File: config.mk
export PLATFORM = sky130hd
export DESIGN_NAME = mat_operand_loader
export DESIGN_NICKNAME = d
export VERILOG_FILES = /design/src/rtl/mat_operand_loader.sv
export SDC_FILE = /design/constraint.sdc
export NUM_CORES = 1
export LEC_CHECK = 0
export ABC_CLOCK_PERIOD_IN_PS = 7400
export CAP_MARGIN = 5
export CORE_AREA = 10 10 167 185
export CTS_BUF_LIST = sky130_fd_sc_hd__clkbuf_8
export DETAILED_ROUTE_END_ITERATION = 10
export DIE_AREA = 0 0 177 195
export GPL_ROUTABILITY_DRIVEN = 0
export PLACE_DENSITY_LB_ADDON = 0.2
export SLEW_MARGIN = 25
export SYNTH_ARGS = -nofsm -noshare
export SYNTH_HDL_FRONTEND = slang
export SYNTH_SLANG_ARGS = --single-unit
File: constraint.sdc
create_clock -name clk -period 7.4 [get_ports clk]
set_input_delay 1.11 -clock clk [delete_from_list [all_inputs] [get_ports clk]]
set_output_delay 1.11 -clock clk [all_outputs]
set_load 0.005 [all_outputs]
File: src/rtl/mat_operand_loader.sv
// Serial operand loader for an n x n dot-product array: buffers A row-major, stores B transposed,
// then presents both as packed vectors. Optional abort input enabled by MAT_LOADER_ABORT_EN.
module mat_operand_loader #(
  parameter int n = 4,
  parameter int k = 8
) (
  input  logic             clk,
  input  logic             rst,
  input  logic             in_valid,
  output logic             in_ready,
  input  logic [k-1:0]     in_data,
  output logic             out_valid,
  input  logic             out_ready,
`ifdef MAT_LOADER_ABORT_EN
  input  logic             abort,
`endif
  output logic [n*n*k-1:0] rows_o,
  output logic [n*n*k-1:0] cols_o,
  output logic [1:0]       o_dbg_state
);

  localparam int NN = n * n;
  localparam int CW = $clog2(NN) + 1;

  typedef enum logic [1:0] {
    LOAD_A  = 2'd0,
    LOAD_B  = 2'd1,
    PRESENT = 2'd2
  } state_t;

  // Handshake: a beat is in_valid && in_ready at a rising edge; the output pair is taken
  // when out_valid && out_ready at a rising edge. in_data is ignored outside beats.
  state_t            r_state;
  state_t            w_state_next;
  logic [CW-1:0]     r_cnt;
  logic [CW-1:0]     w_cnt_next;
  logic              r_out_valid;
  logic [n*n*k-1:0]  r_rows;
  logic [n*n*k-1:0]  r_cols;
  logic              w_beat;
  logic              w_last;
  logic              w_abort;
  int                w_row;
  int                w_col;

`ifdef MAT_LOADER_ABORT_EN
  assign w_abort = abort;
`else
  assign w_abort = 1'b0;
`endif

  assign in_ready    = rst && (r_state != PRESENT);
  assign w_beat      = in_valid && in_ready && !w_abort;
  assign w_last      = (r_cnt == CW'(NN - 1));
  assign out_valid   = r_out_valid;
  assign rows_o      = r_rows;
  assign cols_o      = r_cols;
  assign o_dbg_state = r_state;

  always_comb begin
    w_row = int'(r_cnt) / n;
    w_col = int'(r_cnt) % n;
  end

  always_comb begin
    w_state_next = r_state;
    w_cnt_next   = r_cnt;
    if (w_abort) begin
      w_state_next = LOAD_A;
      w_cnt_next   = '0;
    end else begin
      case (r_state)
        LOAD_A: begin
          if (w_beat) begin
            if (w_last) begin
              w_cnt_next   = '0;
              w_state_next = LOAD_B;
            end else begin
              w_cnt_next = r_cnt + CW'(1);
            end
          end
        end
        LOAD_B: begin
          if (w_beat) begin
            if (w_last) begin
              w_cnt_next   = '0;
              w_state_next = PRESENT;
            end else begin
              w_cnt_next = r_cnt + CW'(1);
            end
          end
        end
        PRESENT: begin
          if (out_ready) begin
            w_state_next = LOAD_A;
          end
        end
        default: begin
          w_state_next = LOAD_A;
          w_cnt_next   = '0;
        end
      endcase
    end
  end

  always_ff @(posedge clk) begin
    if (!rst) begin
      r_state     <= LOAD_A;
      r_cnt       <= '0;
      r_out_valid <= 1'b0;
      r_rows      <= '0;
      r_cols      <= '0;
    end else begin
      r_state     <= w_state_next;
      r_cnt       <= w_cnt_next;
      // Registered from next state so out_valid rises right after the final B beat.
      r_out_valid <= (w_state_next == PRESENT);
      if (w_beat && (r_state == LOAD_A)) begin
        r_rows[(w_row * n + w_col) * k +: k] <= in_data;
      end
      if (w_beat && (r_state == LOAD_B)) begin
        r_cols[(w_col * n + w_row) * k +: k] <= in_data;
      end
    end
  end

endmodule
==> results of run 1 <==
## per-stage QoR
stage / worst slack, ns / std cells / utilization (%) / area, sq um
final: 3.54 / 1790 / 52.8 / 14400
after global routing: 3.26 / 1790 / 52.8 / 14400
after CTS: 3.56 / 1789 / 52.7 / 14400
after detailed placement: 3.55 / 1709 / 49.6 / 13600
after global placement: 3.62 / 1709 / 49.6 / 13600
after floorplan: 4.33 / 1143 / - / 10700
## worst max-delay path: stages (launching register included)
cell and delay (ns):
dfxtp_1 0.74, inv_1 0.26, ha_1 0.32, inv_1 0.15, nor2_1 0.11, ha_1 0.30
nor2b_1 0.16, o311a_4 0.26, and3_1 0.41, nor2b_1 0.81, mux2i_1 0.26
## registers in the layout, indices dropped and copies added (netlist names)
register     cells
out_valid        1
rows_o         128
cols_o         128
o_dbg_state      2
r_cnt            5
## kinds of logic (layout without fill, tap and decap cells)
family                   after synthesis  after routing
AO/OA/AOI/OAI                        105            105
XOR/XNOR                               7              7
adder cells (fa/ha/maj)               11             11
buffers and inverters                 96            380
flip-flops                           264            264
multiplexers                         174            174
AND/OR/NAND/NOR                      486            486
## layout make-up
type / count / area, sq um
Fill cell: 2554 / 12900
Sequential cell: 264 / 5290
Multi-Input combinational cell: 783 / 4960
Timing Repair Buffer: 282 / 2800
Clock buffer: 54 / 743
Tap cell: 363 / 454
Clock inverter: 26 / 106
Inverter: 18 / 67.6
## power by group through the flow
| stage | clock [mW] | sequential (mW) | combinational, mW |
|---|---|---|---|
| 2_1_floorplan | 0 | 1.46 | 0.0988 |
| 3_3_place_gp | 0 | 1.46 | 0.148 |
| 3_5_place_dp | 0 | 1.46 | 0.148 |
| 4_1_cts | 1.27 | 1.42 | 0.148 |
| 5_1_grt | 1.33 | 1.42 | 0.160 |
| 6_report | 1.23 | 1.42 | 0.148 |
## synthesized netlist by cell type, drive strengths merged, types with 7 or more instances
master / number
mux2i: 174
inv: 18
nor2: 21
o21ai: 70
a21boi: 11
or2: 16
ha: 11
nor2b: 27
clkbuf: 46
a22o: 7
buf: 32
nand3: 84
and3: 12
dfxtp: 264
nand2: 286
## final timing paths
path / start / endpoint / slack [ns] / depth (start not counted)
hold reg to reg: cols_o[121] / cols_o[121] / 0.45 / 2
hold / removal: cols_o[121] / cols_o[121] / 0.45 / 2
setup / recovery: r_cnt[2] / rows_o[104] / 3.54 / 10
setup reg to reg: r_cnt[2] / rows_o[104] / 3.54 / 10
## per-layer routing
layer | wire length [um] | up-vias
met2 | 16500 | 256
met5 | 0 | -
met4 | 595 | 0
met3 | 2960 | 50
li1 | - | 4367
met1 | 13700 | 4115
==> flow_summary.toml, run 1 <==
[clock_network]
root_buffer = "clkbuf_8"
clk_latency_ns = 0.55
postCtsResizedCells = 0
clk_transition_reported_paths_ns = 0.06
clk_path_buf_depth = 3
numCtsBuffers = 45
htreeDepth = 2
clock-sinks = 264
cts_tree = "yes"
post_cts_buffers = 0
cts_hold_buffers = 0

[global_route]
met3_usage_pct = 6.95
grt_start_max_net_pins = 91
grt_busiest_layer = "met2"
grt_pass1_vias = 8702
overflow = 0
grt_use_met2_pct = 32.1
met1_usage_pct = 21.5
track_usage_pct = 18.8
grt_pass1_wl_um = 51700
antenna_found_initial = 0

[floorplanning]
placementRows = 64
die-area_sq_um = 34500
die_h_um = 195
core_area_sq_um = 27300
io_pins = 272
start_util_pct = 39.1
die_w_um = 177

[sta]
post-route-period-util_pct = 52.2
hold_viol = 0
slew_viol_final = 0
hold_ws_ns = 0.451
worst_clock_skew_ns = 0.0273
fmax_mhz = 259
slew_headroom_pct = 32.9
worst_slew_pin_slew_ns = 1.01
grt_setup_unrepaired = "no"
final-setup-viol-count = 0
tns_ns = 0
finalCriticalPeriod_ns = 3.86

[power]
p_sw_uw = 686
p_int_mw = 2.12
p_leak_nw = 5.47
p_comb_share_pct = 5.3
ir_drop_mv = 0.138
fin_total_pwr_mw = 2.81
power_density_nw_per_um2 = 195
swShare_pct = 24.4
power_frac_clock_pct = 44.0
seq_power_share_pct = 50.8

[layout]
areaGrowthSynthToFinish_pct = 35.2
final_nets = 1417
final_cell_mix = "nand2_1, clkdlybuf4s50_1, dfxtp_1, mux2i_1, nand3_1"
drive_gt1_share_pct = 8.06
antenna_cells = 0
final_common_cell = "nand2_1"

[logic_synthesis]
yosys.area_share.adder_pct = 1.29
synth.largest_area_cell = "dfxtp_1"
mappedNetlistNets = 1166
synth_compound_area_share_pct = 6.14
ys_warn_count = 0
ys_ff_latch = 264
netlist.area_leader.share_pct = 49.6
synth-xor-area-share_pct = 0.821
yosysSeqAreaShare_pct = 49.6
synth_top_family_by_area = "simple AND/OR/NAND/NOR gates"
synth-simple-area-share_pct = 21.8
async_flop_share_pct = 0
synth_area_leaders = "dfxtp_1, mux2i_1, nand2_1"
netlist_area_sq_um = 10700
synth_ff_type = "dfxtp_1"
muxShareOfSynthArea_pct = 16.3
synth_edf_count = 0
postSynthAreaPerCell_sq_um = 9.33
synth_cell_type_count = 65
synth_cells = 1143

[job]
maxCapViolations = 0

[worst_setup_path]
cp.required_ns = 7.85
cp-start-kind = "register"
arrival_ns = 4.31
critical_path_class = "register to register"
worst_setup_path_end_kind = "register"
cp_max_fo = 18

[detailed_routing]
postRouteAntennaNets = 0
dr.pass1.iters = 5
dr.first_iter.drc_count = 526
wire_per_inst_um = 18.9
route.detailed.drc = 0
vias = 8788
drt_wl_total_um = 33800
via_per_inst = 4.91

[placement]
dp_hpwl_um = 23600
io_buffer_count = 271

[worst_hold_path]
hp-class = "register to register"

[outcome]
status = "complete, no violations"
(Power assumes the default switching activity.)
==> run 2, diff against run 1 <==
--- a/config.mk
+++ b/config.mk
@@ -5,7 +5,7 @@
 export SDC_FILE = /design/constraint.sdc
 export NUM_CORES = 1
 export LEC_CHECK = 0
-export ABC_CLOCK_PERIOD_IN_PS = 7400
+export ABC_CLOCK_PERIOD_IN_PS = 3900
 export CAP_MARGIN = 5
 export CORE_AREA = 10 10 167 185
 export CTS_BUF_LIST = sky130_fd_sc_hd__clkbuf_8
==> constraint.sdc (replaced) <==
create_clock -name clk -period 3.9 [get_ports clk]
set_input_delay 0.585 -clock clk [delete_from_list [all_inputs] [get_ports clk]]
set_output_delay 0.585 -clock clk [all_outputs]
set_load 0.005 [all_outputs]
==> run 2 against run 1 <==
Via count is 0.96% higher. Count of clock-buffer cells in the layout rose by 2. First-iteration DRC count increased by 14%. Maximum frequency grew 14%. Critical endpoint is now cols_o[37]. Routed wire length increased by 2.3%. Highest routed layer unchanged. Sequential power grew 90%. Sequential share of layout area is 0.27 points lower.
==> flow_summary.toml, run 2 (same netlist as run 1, synthesis figures left out) <==
[worst_setup_path]
cp.required_ns = 4.36
cp_max_fo = 12
cp-start-kind = "register"
worst_setup_path_end_kind = "register"
arrival_ns = 3.85
critical_path_class = "register to register"

[sta]
fmax_mhz = 296
slew_headroom_pct = 34.2
worst_slew_pin_slew_ns = 0.979
post-route-period-util_pct = 86.7
hold_viol = 0
slew_viol_final = 0
final-setup-viol-count = 0
finalCriticalPeriod_ns = 3.38
tns_ns = 0
worst_clock_skew_ns = 0.0229
grt_setup_unrepaired = "no"

[detailed_routing]
route.met3.wl_um = 2540
wirelength_met1_um = 14700
drt_wl_total_um = 34600
dr.first_iter.drc_count = 601
postRouteAntennaNets = 0
dr.pass1.iters = 6
met2_length_um = 16600
wire_per_inst_um = 19.2
route.detailed.drc = 0
vias = 8872
via_per_inst = 4.93
routed.top_layer = "met4"

[power]
p_leak_nw = 5.52
ir_drop_mv = 0.198
power_density_nw_per_um2 = 372

[global_route]
grt_pass1_wl_um = 53600
antenna_found_initial = 0
grt_start_max_net_pins = 140
grt_pass1_vias = 9158
overflow = 0
track_usage_pct = 19.4

[floorplanning]
placementRows = 64
start_util_pct = 39.1
die_w_um = 177
io_pins = 272
core_area_sq_um = 27300
die_h_um = 195
die-area_sq_um = 34500

[clock_network]
clock-sinks = 264
postCtsResizedCells = 0
cts_hold_buffers = 0
clk_latency_ns = 0.55
htreeDepth = 2
clk_transition_reported_paths_ns = 0.06
clk_path_buf_depth = 3
post_cts_buffers = 0
root_buffer = "clkbuf_8"
numCtsBuffers = 44
cts_tree = "yes"

[placement]
dp.cells = 1720
dp_hpwl_um = 24400
io_buffer_count = 271

[layout]
drive_gt1_share_pct = 9.12
antenna_cells = 0
final_common_cell = "nand2_1"
instances_no_fill = 1799
areaGrowthSynthToFinish_pct = 36.2
final_nets = 1426
final_cell_mix = "nand2_1, clkdlybuf4s50_1, dfxtp_1, mux2i_1, nand3_1"

[worst_hold_path]
hp-class = "register to register"

[job]
maxCapViolations = 0

[outcome]
status = "complete, no violations"
[run 2: cell types whose count changed in the layout (fill, tap and decap cells not counted), sizes merged]
| cell | change |
|---|---|
| clkinv | +5 |
| clkinvlp | -1 |
| buf | +11 |
| clkbuf | +1 |
| inv | -7 |
[run 2: stage by stage]
step	total power, mW	instance area (sq um)	worst slack (ns)	hold slack, ns	util, %
floorplan	2.95	10700	1.19	0.449	-
global placement	3.05	13600	0.607	0.440	50.0
detailed placement	3.05	13600	0.522	0.448	50.0
CTS	5.47	14500	0.497	0.460	53.2
global route	5.61	14500	0.0659	0.476	53.2
finish	5.40	14500	0.518	0.457	53.2
[run 2: cell type report]
type | count | area, sq um
clock buffers | 56 | 771
flip-flops and latches | 264 | 5290
well taps | 363 | 454
fillers | 2534 | 12800
clock inverters | 23 | 103
inverters | 18 | 67.6
repair buffers | 292 | 2880
multi-input cells | 783 | 4960
[run 2: metal layers]
layer,up-vias,GRT usage [%]
li1,4383,-
met1,4175,23.4
met2,255,32.7
met3,59,5.69
met4,0,4.95
met5,-,0
[run 2: path summary, 6_finish.rpt]
kind	start	to	slack, ns	cells after the start
worst max-delay path	r_cnt[3]	cols_o[37]	0.52	10
worst max register to register	r_cnt[3]	cols_o[37]	0.52	10
worst min-delay path	cols_o[104]	cols_o[104]	0.46	2
worst min register to register	cols_o[104]	cols_o[104]	0.46	2
[run 2: worst max-delay path: stages, from the launching register on]
cell     delay, ns
dfxtp_1       0.67
inv_1         0.25
ha_1          0.29
inv_1         0.16
nor3_1        0.08
ha_1          0.43
inv_1         0.08
nor3_2        0.44
nand2_1       0.29
nor2_4        0.36
mux2i_1       0.24
[run 2: power breakdown]
part	internal (mW)	leakage [nW]	switching [mW]	total (mW)
Clock	1.29	0.511	1.12	2.41
Sequential	2.70	2.13	0.00448	2.70
Combinational	0.0808	2.88	0.205	0.285
Total	4.07	5.52	1.33	5.40
